<file path="config.mk">
export PLATFORM = sky130hd
export DESIGN_NAME = store_lane_ctrl
export DESIGN_NICKNAME = d
export VERILOG_FILES = /design/src/rtl/store_pkg.sv /design/src/rtl/store_lane_ctrl_lane_mask_gen.sv /design/src/rtl/store_lane_ctrl.sv
export SDC_FILE = /design/constraint.sdc
export NUM_CORES = 1
export LEC_CHECK = 0
export CELL_PAD_IN_SITES_DETAIL_PLACEMENT = 0
export CELL_PAD_IN_SITES_GLOBAL_PLACEMENT = 1
export CORE_UTILIZATION = 40
export DETAILED_ROUTE_END_ITERATION = 8
export PLACE_DENSITY = 0.8
export SETUP_SLACK_MARGIN = 0.1
export SYNTH_ARGS = -nofsm -noshare
export SYNTH_HDL_FRONTEND = slang
export SYNTH_SLANG_ARGS = --single-unit
</file>
<file path="constraint.sdc">
create_clock -name clk -period 2.05 [get_ports clk]
set_input_delay 0.3075 -clock clk [delete_from_list [all_inputs] [get_ports clk]]
set_output_delay 0.3075 -clock clk [all_outputs]
set_load 0.005 [all_outputs]
</file>
<file path="src/rtl/store_pkg.sv">
// Shared encodings for the store path: one-hot size modes, FSM states and
// the mode-to-size decoder used by the lane mask generator.
package store_pkg;

    localparam logic [3:0] MODE_B = 4'b0001;
    localparam logic [3:0] MODE_H = 4'b0010;
    localparam logic [3:0] MODE_W = 4'b0100;
    localparam logic [3:0] MODE_D = 4'b1000;

    typedef enum logic {IDLE, BEAT2} state_t;

    typedef struct packed {
        logic       illegal;
        logic [4:0] size;
    } size_info_t;

    // Modes wider than the datapath are illegal as well as non-one-hot ones.
    function automatic size_info_t mode_to_size(input logic [3:0] mode, input int unsigned lanes);
        size_info_t r;
        r.illegal = 1'b1;
        r.size    = 5'd0;
        case (mode)
            MODE_B:  begin r.illegal = 1'b0; r.size = 5'd1; end
            MODE_H:  begin r.illegal = 1'b0; r.size = 5'd2; end
            MODE_W:  begin r.illegal = 1'b0; r.size = 5'd4; end
            MODE_D:  begin r.illegal = 1'b0; r.size = 5'd8; end
            default: ;
        endcase
        if (32'(r.size) > lanes) begin
            r.illegal = 1'b1;
            r.size    = 5'd0;
        end
        return r;
    endfunction

endpackage

</file>
<file path="src/rtl/store_lane_ctrl_lane_mask_gen.sv">
// Combinational lane decode: byte-enable mask and lane-aligned data spanning
// two words, plus the crossing / misalignment / illegal-mode flags.
module lane_mask_gen
    import store_pkg::*;
#(
    parameter int XLEN  = 32,
    parameter int LANES = XLEN / 8,
    parameter int OFF   = $clog2(LANES)
) (
    input  logic [3:0]         mode,
    input  logic [OFF-1:0]     off,
    input  logic [XLEN-1:0]    data,
    output logic [2*LANES-1:0] mask,
    output logic [2*XLEN-1:0]  shifted,
    output logic               illegal,
    output logic               crossing,
    output logic               misaligned
);

    size_info_t          si;
    logic [2*LANES-1:0]  base;
    logic [2*XLEN-1:0]   data_m;

    assign si = mode_to_size(mode, LANES);

    // Bytes above the store size are zeroed so disabled lanes carry 0.
    always_comb begin
        base   = '0;
        data_m = '0;
        for (int i = 0; i < LANES; i++) begin
            if (5'(i) < si.size) begin
                base[i]          = 1'b1;
                data_m[i*8 +: 8] = data[i*8 +: 8];
            end
        end
    end

    assign mask       = base << off;
    assign shifted    = data_m << {off, 3'b000};
    assign illegal    = si.illegal;
    assign crossing   = (32'(off) + 32'(si.size)) > 32'(LANES);
    assign misaligned = (32'(off) & (32'(si.size) - 32'd1)) != 32'd0;

endmodule

</file>
<file path="src/rtl/store_lane_ctrl.sv">
// Store path to a byte-lane RAM; word-crossing stores take two beats.
// Build option MISALIGN_TRAP_EN traps misaligned stores instead of splitting.
module store_lane_ctrl
    import store_pkg::*;
#(
    parameter int XLEN   = 32,
    parameter int ADDR_W = 16,
    parameter int MODE_W = $clog2(XLEN / 8) + 1
) (
    input  logic                              clk,
    input  logic                              rst_n,
    input  logic                              req_valid,
    output logic                              req_ready,
    input  logic [MODE_W-1:0]                 req_mode,
    input  logic [ADDR_W-1:0]                 req_addr,
    input  logic [XLEN-1:0]                   req_wdata,
    output logic [ADDR_W-$clog2(XLEN/8)-1:0]  ram_addr,
    output logic [XLEN-1:0]                   ram_wdata,
    output logic [XLEN/8-1:0]                 ram_we,
    output logic                              done,
    output logic                              err_mode,
    output logic                              misalign
);

    localparam int LANES = XLEN / 8;
    localparam int OFF   = $clog2(LANES);
    localparam int IW    = ADDR_W - OFF;

`ifdef MISALIGN_TRAP_EN
    localparam bit TRAP = 1'b1;
`else
    localparam bit TRAP = 1'b0;
`endif

    // Handshake: a request is taken on a rising edge with req_valid && req_ready;
    // req_ready is high exactly in IDLE and upstream holds its request while low.
    state_t              state, state_d;
    logic [IW-1:0]       addr_d, b2_addr, b2_addr_d;
    logic [XLEN-1:0]     wdata_d, b2_wdata, b2_wdata_d;
    logic [LANES-1:0]    we_d, b2_we, b2_we_d;
    logic                done_d, err_d, mis_d;

    logic [3:0]          mode4;
    logic [2*LANES-1:0]  mask;
    logic [2*XLEN-1:0]   shifted;
    logic                illegal, crossing, misaligned;
    logic [IW-1:0]       idx;

    assign mode4 = 4'(req_mode);
    assign idx   = req_addr[ADDR_W-1:OFF];

    lane_mask_gen #(.XLEN(XLEN), .LANES(LANES), .OFF(OFF)) u_mask (
        .mode       (mode4),
        .off        (req_addr[OFF-1:0]),
        .data       (req_wdata),
        .mask       (mask),
        .shifted    (shifted),
        .illegal    (illegal),
        .crossing   (crossing),
        .misaligned (misaligned)
    );

    assign req_ready = (state == IDLE);

    always_comb begin
        state_d    = state;
        addr_d     = ram_addr;
        wdata_d    = '0;
        we_d       = '0;
        done_d     = 1'b0;
        err_d      = 1'b0;
        mis_d      = 1'b0;
        b2_addr_d  = b2_addr;
        b2_we_d    = b2_we;
        b2_wdata_d = b2_wdata;
        case (state)
            IDLE: begin
                if (req_valid) begin
                    if (illegal) begin
                        err_d = 1'b1;
                    end else if (TRAP && misaligned) begin
                        mis_d = 1'b1;
                    end else begin
                        addr_d  = idx;
                        we_d    = mask[LANES-1:0];
                        wdata_d = shifted[XLEN-1:0];
                        if (crossing) begin
                            state_d    = BEAT2;
                            b2_addr_d  = idx + 1'b1;
                            b2_we_d    = mask[2*LANES-1:LANES];
                            b2_wdata_d = shifted[2*XLEN-1:XLEN];
                        end else begin
                            done_d = 1'b1;
                        end
                    end
                end
            end
            BEAT2: begin
                addr_d  = b2_addr;
                we_d    = b2_we;
                wdata_d = b2_wdata;
                done_d  = 1'b1;
                state_d = IDLE;
            end
            default: state_d = IDLE;
        endcase
    end

    always_ff @(posedge clk or negedge rst_n) begin
        if (!rst_n) begin
            state     <= IDLE;
            ram_addr  <= '0;
            ram_wdata <= '0;
            ram_we    <= '0;
            done      <= 1'b0;
            err_mode  <= 1'b0;
            misalign  <= 1'b0;
            b2_addr   <= '0;
            b2_we     <= '0;
            b2_wdata  <= '0;
        end else begin
            state     <= state_d;
            ram_addr  <= addr_d;
            ram_wdata <= wdata_d;
            ram_we    <= we_d;
            done      <= done_d;
            err_mode  <= err_d;
            misalign  <= mis_d;
            b2_addr   <= b2_addr_d;
            b2_we     <= b2_we_d;
            b2_wdata  <= b2_wdata_d;
        end
    end

endmodule

</file>
==> metrics.csv <==
stage;metric;value;unit
global_routing;grt_max_degree;34;
logic_synthesis;synth_ff_type;dfrtp_1;
worst_hold_path;hold_class;primary input to asynchronous set/reset pin;
critical_path;crit_fanout;6;
global_routing;grt_pass1_wl;23480;um
critical_path;path_cells;buf_8 -> nor3b_2 -> ha_2 -> inv_2 -> fa_1 -> nor2b_4 -> o21ai_2 -> o2111a_2 -> buf_6 -> buf_12 -> mux2_4;
global_routing;antenna_found_initial;0;
sta;fin_ws;-0.1990;ns
place;globalplace.congestion;0.8866;
route;wl_per_cell;19.64;um
logic_synthesis;netlist.top_cell.by_area;dfrtp_1;
clocking;clock_sinks;94;
die;start_util;0.4109;
status;violations;setup timing;
route;firstDrtPassIters;6;
cells_and_area;n_fill_cell;986;
sta;final.setup.tns;-6.831;ns
cells_and_area;synthToLayoutAreaGrowth;43.12;%
clocking;cts_tree;built;
global_routing;grt_overflow;0;
place;hpwlAfterDp;9977;um
sta;rsz0062_at_grt;true;
power;ir_drop;347.1;uV
logic_synthesis;postSynthAreaPerCell;11.17;um2
die;dieArea;12790;um2
critical_path;max_stage_delay;0.47;ns
clocking;clock_path_buffers;2;
critical_path;r2r_cells;5;
cells_and_area;final_common_cell;clkdlybuf4s50_1;
route;routed_wl;14810;um
logic_synthesis;synth_edf_count;0;
power;power;4.909;mW
die;fp-row-count;40;
die;core_area;12010;um2
logic_synthesis;netlist_area;4936;um2
die;die_w;113.1;um
clocking;h-tree-depth;3;
clocking;cts_buffers;9;
logic_synthesis;netlist.area_leader.share;0.4766;
clocking;ctsRootBufferMaster;clkbuf_16;
cells_and_area;final_cell_mix;clkdlybuf4s50_1, dfrtp_1, buf_4;
route;avgViaCountPerCell;5.720;
power;p_clk_frac;0.309;
logic_synthesis;syn_inst;442;
logic_synthesis;ys_warn_count;0;
route;ant_nets;0;
power;switchingPower;1.298;mW
logic_synthesis;yosysUniqueCellTypes;49;
die;ios;108;
job;drv_cap;0;
logic_synthesis;ys_seq_area_frac;0.4766;
power;seq_power_share;0.460;
cells_and_area;n_antenna_cell;0;
critical_path;critPathArrivalTime;2.48;ns
sta;period_needed;2.249;ns
cells_and_area;final_cells;754;
sta;finClkSkew;0.008908;ns
logic_synthesis;syn_nets;500;
global_routing;grt_usage;0.2399;
place;place_ws;-0.8736;ns
route;drtIter0Drc;379;
sta;finalMaxSlewViolations;0;
sta;final_hold_viol_count;0;
logic_synthesis;synth-seq-cells;94;
critical_path;crit_path_end_kind;flop;
status;status;finished, violations left;
logic_synthesis;async_reset_ff_frac;1.000;
sta;setup_viol;41;
logic_synthesis;ys_top_cells_by_area;dfrtp_1, mux2_4, mux2i_1;
power;swShare;0.2644;
critical_path;cp_slowest_cell;fa_1;
power;power.density;695.0;nW/um2
die;fp.dieH;113.1;um
power;power_frac_comb;0.231;
sta;period_share;1.097;
cells_and_area;nNetsFinal;662;
power;internal-power;3.611;mW
cells_and_area;layout-drive-gt1-share;0.2290;
place;numPortBuffers;106;
clocking;clock_latency;0.35;ns
sta;max_freq;444.6;MHz
critical_path;critPathLaunchType;primary input;
route;num_vias;4313;
critical_path;crit_type;primary input to flop;
clocking;clkTransAtPathRegs;0.06;ns
critical_path;required;2.28;ns
power;p_leak;3.046;nW
global_routing;grt_pass1_vias;4323;
place;placedCellCount;725;
route;drc;0;
-- worst paths after layout --
kind / start / endpoint / slack, ns
max in group asynchronous: rst_n / b2_wdata[16] / 1.07
max: req_mode[2] / b2_wdata[15] / -0.20
min reg2reg: b2_wdata[12] / ram_wdata[12] / 0.50
max reg2reg: state / b2_addr[1] / 0.36
min: rst_n / b2_wdata[13] / 0.45
min in group clk: req_mode[2] / ram_we[3] / 0.47
-- synthesized netlist by cell type, types with 10 or more instances --
| library cell | number |
|---|---|
| nor4_1 | 10 |
| nor3_1 | 15 |
| mux2_4 | 30 |
| clkbuf_1 | 17 |
| a22o_1 | 10 |
| nand2_1 | 37 |
| o21ai_0 | 11 |
| inv_1 | 32 |
| mux2i_1 | 17 |
| dfrtp_1 | 94 |
| nand4_1 | 16 |
| nor2b_1 | 11 |
| o311ai_0 | 14 |
-- power by group through the flow --
stage | Combinational, mW | Clock (mW) | Sequential (mW)
after floorplan | 0.512 | 0 | 2.26
after global placement | 1.05 | 0 | 2.28
after detailed placement | 1.08 | 0 | 2.29
after CTS | 1.12 | 1.53 | 2.26
after global routing | 1.22 | 1.63 | 2.29
final | 1.13 | 1.52 | 2.26
-- logic make-up after synthesis --
family	share of synthesized area
AND/OR/NAND/NOR	0.1290
flip-flops	0.4766
AO/OA/AOI/OAI	0.1562
buffers and inverters	0.07072
multiplexers	0.1303
XOR/XNOR	0.02484
adder cells (fa/ha/maj)	0.01166
other	0.0007597
-- repair_timing --
| item | in CTS | in global routing |
|---|---|---|
| pin swaps | 4 | 4 |
| cloned | 4 | 0 |
| resized for setup | 35 | 7 |
| setup endpoints to repair | 93 | 44 |
| hold buffers | 1 | 0 |
| endpoints found under the hold margin | 29 | 0 |
| setup buffers | 8 | 2 |
-- registers in the layout, indices dropped and copies added (netlist names) --
register / count
b2_addr: 14
ram_addr: 14
done: 1
state: 1
b2_wdata: 24
b2_we: 3
err_mode: 1
ram_wdata: 32
ram_we: 4
-- worst max-delay path, delay by kind of cell --
| family | cells | cell delay (ns) |
|---|---|---|
| AOI/OAI and AO/OA | 2 | 0.37 |
| adders and majority gates | 2 | 0.69 |
| buffers and inverters | 4 | 0.44 |
| muxes | 1 | 0.30 |
| and+or+nand+nor | 2 | 0.36 |
-- layer usage --
metal	vias to the layer above	global-route usage	part of all wire
met5	-	0	0
met4	0	0.08772	0.025
met3	31	0.04713	0.069
met2	206	0.3571	0.45
met1	2132	0.3467	0.46
li1	1944	-	-
-- final cells by class --
type,count,area (um2),area share
Clock buffer,12,246.5,0.03489
Clock inverter,2,10.01,0.001417
Inverter,32,120.1,0.01700
Multi-Input combinational cell,281,2275,0.3220
Sequential cell,94,2352,0.3330
Tap cell,147,183.9,0.02604
Timing Repair Buffer,186,1877,0.2657
-- stage by stage --
stage / hold WS (ns) / cell area, um2 / utilization
final: 0.4475 / 7064 / 0.5881
after global routing: 0.4910 / 7064 / 0.5881
after floorplan: 0.01191 / 4960 / -
after global placement: 0.2859 / 6535 / 0.5441
after CTS: 0.4733 / 7020 / 0.5845
after detailed placement: 0.2835 / 6535 / 0.5441
Note: power is estimated with default switching activity, not from simulation.
